--- src/rtl/imem_loader.sv ---
// Purpose: assembles a little-endian byte stream into 32-bit words and writes them to instruction memory.
// Latency: 4 accepted bytes plus 1 write cycle per word (5 cycles minimum); done/err follow start by one edge.
// Backpressure: byte_ready is high only while collecting bytes; byte_valid low simply stalls, with no timeout.
module imem_loader #(
    parameter int unsigned ADDR_WIDTH = 8,
    parameter logic [31:0] BASE_ADDR  = 32'h0000_0000
) (
    input  logic                  clk,
    input  logic                  rst,
    input  logic                  start,
    input  logic [ADDR_WIDTH:0]   num_words,
    input  logic                  byte_valid,
    input  logic [7:0]            byte_data,
    output logic                  byte_ready,
    output logic                  we,
    output logic [31:0]           waddr,
    output logic [31:0]           wdata,
    output logic                  busy,
    output logic                  done,
    output logic                  err,
    output logic [31:0]           checksum
);

    typedef enum logic [1:0] {
        IDLE  = 2'd0,
        RECV  = 2'd1,
        WRITE = 2'd2,
        DONE  = 2'd3
    } state_t;

    // DEPTH needs the extra index bit so a full-memory load is representable.
    localparam logic [ADDR_WIDTH:0] DEPTH   = {1'b1, {ADDR_WIDTH{1'b0}}};
    localparam logic [ADDR_WIDTH:0] IDX_ONE = {{ADDR_WIDTH{1'b0}}, 1'b1};

    state_t              state;
    state_t              state_nxt;
    logic [ADDR_WIDTH:0] nwords;
    logic [ADDR_WIDTH:0] idx;
    logic [ADDR_WIDTH:0] idx_inc;
    logic [1:0]          bcnt;
    logic [23:0]         asm_buf;
    logic                idle_like;
    logic                start_ok;
    logic                start_zero;
    logic                start_bad;
    logic                byte_acc;

    // A new start is only honoured once the previous load has finished (or never began).
    assign idle_like  = (state == IDLE) || (state == DONE);
    assign start_zero = idle_like && start && (num_words == '0);
    assign start_ok   = idle_like && start && (num_words != '0) && (num_words <= DEPTH);
    assign start_bad  = idle_like && start && (num_words > DEPTH);
    assign byte_acc   = (state == RECV) && byte_valid;
    assign idx_inc    = idx + IDX_ONE;

    // State register; reset drops straight to IDLE, abandoning any partial word.
    always_ff @(posedge clk or negedge rst) begin
        if (!rst) begin
            state <= IDLE;
        end else begin
            state <= state_nxt;
        end
    end

    // Next-state decode and the state-derived strobes.
    always_comb begin
        state_nxt  = state;
        byte_ready = 1'b0;
        we         = 1'b0;
        busy       = 1'b0;
        done       = 1'b0;
        case (state)
            IDLE, DONE: begin
                done = (state == DONE);
                if (start_zero) begin
                    state_nxt = DONE;
                end else if (start_ok) begin
                    state_nxt = RECV;
                end
            end
            RECV: begin
                byte_ready = 1'b1;
                busy       = 1'b1;
                if (byte_valid && (bcnt == 2'd3)) begin
                    state_nxt = WRITE;
                end
            end
            WRITE: begin
                we   = 1'b1;
                busy = 1'b1;
                state_nxt = (idx_inc == nwords) ? DONE : RECV;
            end
            default: begin
                state_nxt = IDLE;
            end
        endcase
    end

    // Load bookkeeping: word count latch, word index and rejected-start pulse.
    always_ff @(posedge clk or negedge rst) begin
        if (!rst) begin
            nwords <= '0;
            idx    <= '0;
            err    <= 1'b0;
        end else begin
            err <= start_bad;
            if (start_ok) begin
                nwords <= num_words;
                idx    <= '0;
            end else if (start_zero) begin
                idx    <= '0;
            end else if (state == WRITE) begin
                idx    <= idx_inc;
            end
        end
    end

    // Byte assembly; the write port registers are only loaded on the final byte so they hold otherwise.
    always_ff @(posedge clk or negedge rst) begin
        if (!rst) begin
            bcnt    <= '0;
            asm_buf <= '0;
            waddr   <= BASE_ADDR;
            wdata   <= '0;
        end else begin
            if (start_ok || start_zero) begin
                bcnt <= '0;
            end else if (byte_acc) begin
                bcnt <= bcnt + 2'd1;
                case (bcnt)
                    2'd0: asm_buf[7:0]   <= byte_data;
                    2'd1: asm_buf[15:8]  <= byte_data;
                    2'd2: asm_buf[23:16] <= byte_data;
                    default: begin
                        wdata <= {byte_data, asm_buf};
                        waddr <= BASE_ADDR + (32'(idx) << 2);
                    end
                endcase
            end
        end
    end

    // Running modulo-2^32 sum of every word written in the current load.
    always_ff @(posedge clk or negedge rst) begin
        if (!rst) begin
            checksum <= '0;
        end else if (start_ok || start_zero) begin
            checksum <= '0;
        end else if (state == WRITE) begin
            checksum <= checksum + wdata;
        end
    end

endmodule
--- config.mk ---
export PLATFORM = sky130hd
export DESIGN_NAME = imem_loader
export DESIGN_NICKNAME = d
export VERILOG_FILES = /design/src/rtl/imem_loader.sv
export SDC_FILE = /design/constraint.sdc
export NUM_CORES = 1
export LEC_CHECK = 0
export CAP_MARGIN = 0
export CORE_UTILIZATION = 50
export CTS_BUF_LIST = sky130_fd_sc_hd__clkbuf_8
export DETAILED_ROUTE_END_ITERATION = 7
export PLACE_DENSITY = 0.76
export SYNTH_ARGS = -nofsm -noshare
export SYNTH_HDL_FRONTEND = slang
export SYNTH_SLANG_ARGS = --single-unit
--- constraint.sdc ---
create_clock -name clk -period 5.95 [get_ports clk]
set_input_delay 1.785 -clock clk [delete_from_list [all_inputs] [get_ports clk]]
set_output_delay 1.785 -clock clk [all_outputs]
set_load 0.02 [all_outputs]
# ---- Word level (Yosys, flattened, before mapping)
# Index checks and enable logic that the tools add are counted.
dict set report op_classes {
  n_div 0
  mul 0
  n_shift 0
  n_mux 16
  add_sub_neg 3
  n_eq_ne 9
  bitwise_logic 2
  magnitude_cmp 2
  reduce_logical 24
}
# op n
set op_table {}
lappend op_table {{32-bit 2-to-1 mux} 2}
lappend op_table {{32-bit adder} 1}
lappend op_table {{9-bit 2-to-1 mux} 3}
lappend op_table {{2-bit 2-to-1 mux} 6}
lappend op_table {{3-bit AND reduction} 4}
lappend op_table {{9-bit by 1-bit adder with 9-bit output (second input constant)} 1}
lappend op_table {{9-bit equality test} 1}
lappend op_table {{9-bit > comparator (second input constant)} 1}
lappend op_table {{9-bit less-or-equal comparator (second input constant)} 1}
lappend op_table {{9-bit zero test} 1}
lappend op_table {{9-bit nonzero test} 1}
lappend op_table {{2-bit equality test (second input constant)} 4}
lappend op_table {{1-bit logical AND} 7}
lappend op_table {{2-bit one-hot mux with 3 select lines} 1}
lappend op_table {{2-bit by 1-bit equality test with 1-bit output (second input constant)} 2}
lappend op_table {{2-bit zero test} 2}
lappend op_table {{1-bit 2-to-1 mux} 4}
lappend op_table {{2-bit nonzero test} 2}
lappend op_table {{2-bit OR reduction} 2}
lappend op_table {{3-bit inequality test (second input constant)} 1}
lappend op_table {{3-bit nonzero test} 1}
lappend op_table {{3-bit OR reduction} 1}
lappend op_table {{2-bit by 1-bit adder with 2-bit output (second input constant)} 1}
lappend op_table {{1-bit logical OR} 2}
lappend op_table {{3 further kinds} 4}
dict set report totals {
  latch_bits 0
  ram_bits 0
  rom_bits 0
  regBits 120
  memories 0
  elab_cells 67
  inputBits 21
  out_inout_bits 101
}

# ---- Logic depth before layout (Yosys ltp)
dict set report depth {
  depth_word 8
  mapped_depth 12
  mapped_depth_nobuf 12
}

# ---- Worst setup path after synthesis
# No wires, ideal clock.
dict set report synth_timing {
  kind {input-to-reg}
  from {input port num_words[1]}
  to {register wdata[0]}
  path_stages 7
  slack_ps 2431
  required_ps 5822
  n_path_buf 1
  arrival_time_ps 3392
  setup_ps 128
  path_cell_list {nor4_1 > nand2_1 > a21oi_1 > nor2_1 > nand2_1 > buf_2 > mux2_1}
}
dict set report synth_between {
  elab_chain_len 6
  word_cells_on_any_way 9
  cone_classes {1 x order compare; 1 x bitwise; 7 x reduce/logical}
}
# element line_no
set synth_lines {}
lappend synth_lines {{start: declaration} 11} ;# input logic [ADDR_WIDTH:0] num_words,
lappend synth_lines {{branches (longest 3 deep; another with 9-bit less-or-equal comparator)} n/a}
lappend synth_lines {{1-bit logical OR (*)} 126} ;# if (start_ok || start_zero) begin
lappend synth_lines {{1-bit NOT (no source line) (*)} n/a}
lappend synth_lines {{3-bit AND reduction (no source line) (*)} n/a}
lappend synth_lines {{end signal: assignment} 135} ;# wdata <= {byte_data, asm_buf};
lappend synth_lines {{end: declaration} 17} ;# output logic [31:0] wdata,
# Every way passes the cells marked *.
# A chain may end at the register's enable or synchronous reset.

# ---- Worst setup path in the final report
dict set report layout_timing {
  from {input port num_words[4]}
  to {register waddr[10]}
}
dict set report layout_between {
  elab_chain_len 6
  word_cells_on_any_way 9
  cone_classes {1 x order compare; 1 x bitwise; 7 x reduce/logical}
}
# element line_no
set layout_lines {}
lappend layout_lines {{branches (longest 3 deep; another with 9-bit less-or-equal comparator)} n/a}
lappend layout_lines {{1-bit logical OR (*)} 126}
lappend layout_lines {{1-bit NOT (no source line) (*)} n/a}
lappend layout_lines {{3-bit AND reduction (no source line) (*)} n/a}
lappend layout_lines {{end signal: assignment} 136} ;# waddr <= BASE_ADDR + (32'(idx) << 2);
lappend layout_lines {{end: declaration} 16} ;# output logic [31:0] waddr,
# Marked as above.

==> impl_metrics.py <==
metrics = {
    "sta": {
        "final-hold-violation-count": 0,
        "rsz0062_at_grt": "false",
        "min_period_ps": 4060,
        "worst_slew_pin_slew_ps": 1100,
        "relSlewSlack": 0.268,
        "fmax_mhz": 246,
        "setup_slack_ps": 1890,
        "final.setup.tns_ps": 0,
        "timing.final.crit_share": 0.683,
        "setup_viol": 0,
        "slew_viol_final": 0,
        "fin_worst_skew_ps": 6.85,
    },
    "global_route": {
        "grt_pass1_vias": 5456,
        "antenna_found_initial": 0,
        "grt_util_all_layers": 0.240,
        "grt_max_degree": 90,
        "grt_remaining_overflow": 0,
        "grt_first_pass_wirelength_mm": 26.9,
    },
    "floorplanning": {
        "dieArea_um2": 14300,
        "fp.dieH_um": 120,
        "rows": 42,
        "die_width_um": 120,
        "boundaryPins": 122,
        "initial_core_util": 0.518,
        "core-area_um2": 13400,
    },
    "pwr": {
        "total_power_w": 0.00451,
        "leakagePower_nw": 3.81,
        "p_switching_w": 0.00185,
        "ir_worst_vdd_uv": 304,
        "power.density_nw_per_um2": 534,
        "intPower_w": 0.00265,
        "sw_frac_of_total": 0.411,
        "p_clk_frac": 0.179,
        "p_seq_frac": 0.325,
        "comb_power_share": 0.496,
    },
    "min_path": {
        "min_from": "asm_buf[7]",
        "hold_depth": 1,
        "whs_endpoint": "wdata[7]",
        "min_path_type": "reg2reg",
    },
    "route": {
        "drt_wl_total_mm": 16.4,
        "first_pass_iters": 5,
        "drcViolationCount": 0,
        "vias": 5468,
        "drt_iter0_drc": 316,
        "ant_nets": 0,
        "vias_per_cell": 5.72,
        "routedWlPerCell_um": 17.1,
    },
    "synth": {
        "synthMuxAreaShare": 0.147,
        "synth-edff-count": 0,
        "ys_types": 64,
        "synthCells": 670,
        "synthTopCellsByArea": "dfrtp_1 43%, ha_1 7.4%, mux2_1 7.3%",
        "synth.avg_cell_area_um2": 10.4,
        "synth_xor_area_frac": 0.0467,
        "synth_fa_ha_area_frac": 0.0769,
        "synthesis.area_um2": 6940,
        "ys_ff_latch": 120,
        "yosysWarnings": 0,
        "synth_top_area_share": 0.433,
        "synth-compound-area-share": 0.122,
        "ys_seq_area_frac": 0.433,
        "yosysTopAreaCell": "dfrtp_1",
        "yosys.area_share.simple": 0.125,
        "synth_ff_type": "dfrtp_1",
        "async_flop_share": 1.00,
        "synth_top_family_by_area": "multiplexers",
    },
    "layout": {
        "post_route_cells_drive_above_1_share": 0.103,
        "antennaDiodeCount": 0,
        "finalNetCount": 831,
        "final_common_cell": "dfrtp_1",
        "synthToLayoutAreaGrowth_pct": 21.7,
        "utilization": 0.630,
        "final_cell_mix": "120 x dfrtp_1, 97 x clkdlybuf4s50_1, 67 x nor2_1",
        "fill_cells": 1083,
    },
    "critical_path": {
        "reg2regPathDepth": 12,
        "cp-end-kind": "flop",
        "arrival_ps": 4380,
        "r2r-end": "checksum[28]",
        "rrSetupSlack_ps": 2800,
        "cp_data_required_time_ps": 6270,
        "cp_max_fo": 42,
        "start_kind": "input pin",
        "rr_startpoint": "wdata[0]",
        "worst-setup-path-type": "in2reg",
    },
    "clock_tree": {
        "cts_made_buffers": 17,
        "clock_path_buffers": 2,
        "cts_resized": 0,
        "clockRootBuffer": "clkbuf_8",
        "cts_tree": "yes",
        "insertion_delay_ps": 430,
        "htreeDepth": 4,
        "hold_buffers": 0,
        "cts.sinks": 120,
        "clk_pin_slew_worst_paths_ps": 70,
        "postCtsSetupRepairBufs": 0,
    },
    "run": {
        "max_cap_viol_count": 0,
    },
    "placement": {
        "port-buffer-count": 98,
        "routabilityCongestion": 0.910,
        "dp_slack_ps": 1480,
        "dpl.hpwl_mm": 12.0,
    },
    "status": {
        "run_status": "completed",
    },
}
[through the flow]
stage	cell area, um2	cells	hold slack, ps
floorplan	7020	692	452
global placement	8000	925	458
detailed placement	8000	925	465
CTS	8440	956	484
global route	8440	956	501
finish	8440	956	483
[worst max path at each step]
stage,startpoint,endpoint,cells after the start
global route,num_words[5],waddr[10],7
CTS,num_words[5],waddr[10],7
finish,num_words[4],waddr[10],7
detailed placement,num_words[5],waddr[10],7
floorplan,num_words[1],wdata[0],7
global placement,num_words[5],wdata[31],7
[worst max-delay path: stages]
cell and delay, ps:
clkdlybuf4s50_1 450, nor4_1 400, nand2_1 240, a21oi_4 220
nor2_1 110, nand2_2 740, mux2_2 420
[sequential cells by signal (all words and copies together) (netlist names)]
register	cells
idx	9
asm_buf	24
nwords	9
wdata	32
checksum	32
err	1
state	2
bcnt	2
waddr	9
[area by class of cell]
| cell class | count | area, um2 | area share |
|---|---|---|---|
| clock inverter | 12 | 175 | 0.0208 |
| sequential | 120 | 3000 | 0.356 |
| timing repair buffer | 103 | 1020 | 0.120 |
| clock buffer | 19 | 262 | 0.0310 |
| multi-input combinational | 508 | 3700 | 0.438 |
| inverter | 18 | 67.6 | 0.00800 |
| tap | 176 | 220 | 0.0261 |
[synth_stat cells (3+ instances only)]
master / number
dfrtp_1: 120
nor2_1: 67
nand2_1: 47
mux2_1: 45
a21oi_1: 41
ha_1: 41
mux2_2: 28
buf_4: 23
xnor2_1: 23
mux2i_1: 20
inv_1: 18
nand3_1: 15
o21ai_0: 15
xor2_1: 14
clkbuf_1: 13
a21o_1: 10
nand4_1: 10
a31oi_1: 7
and2_1: 7
and3_1: 7
nor2b_1: 7
nor3_1: 7
o21bai_1: 7
buf_2: 6
o211ai_1: 5
o21ai_1: 5
a211oi_1: 4
buf_1: 4
o21a_1: 4
a21oi_2: 3
nor3b_1: 3
nor4_1: 3
o2111ai_1: 3
[cells by family (layout without fill, tap and decap cells)]
group                    after synthesis  in the layout
other                                  1             23
AO/OA/AOI/OAI                        128            128
AND/OR/NAND/NOR                      185            185
flip-flops                           120            120
XOR/XNOR                              37             37
adder cells (fa/ha/maj)               42             42
buffers and inverters                 64            152
multiplexers                          93             93
[power by group through the flow]
| stage | registers (W) | logic (W) | clock network [W] |
|---|---|---|---|
| floorplan | 0.00160 | 0.00127 | 0 |
| global placement | 0.00146 | 0.00213 | 0 |
| detailed placement | 0.00147 | 0.00222 | 0 |
| CTS | 0.00146 | 0.00223 | 0.000824 |
| global route | 0.00151 | 0.00243 | 0.000860 |
| finish | 0.00146 | 0.00223 | 0.000808 |
[layer usage]
| layer | up-vias | wire, um | global-route usage | part of all wire |
|---|---|---|---|---|
| met3 | 46 | 719 | 0.0461 | 0.044 |
| met5 | - | 0 | 0 | 0 |
| met1 | 2672 | 6890 | 0.292 | 0.42 |
| met4 | 0 | 469 | 0.104 | 0.029 |
| li1 | 2543 | - | - | - |
| met2 | 207 | 8270 | 0.415 | 0.51 |
(Power assumes the default switching activity.)
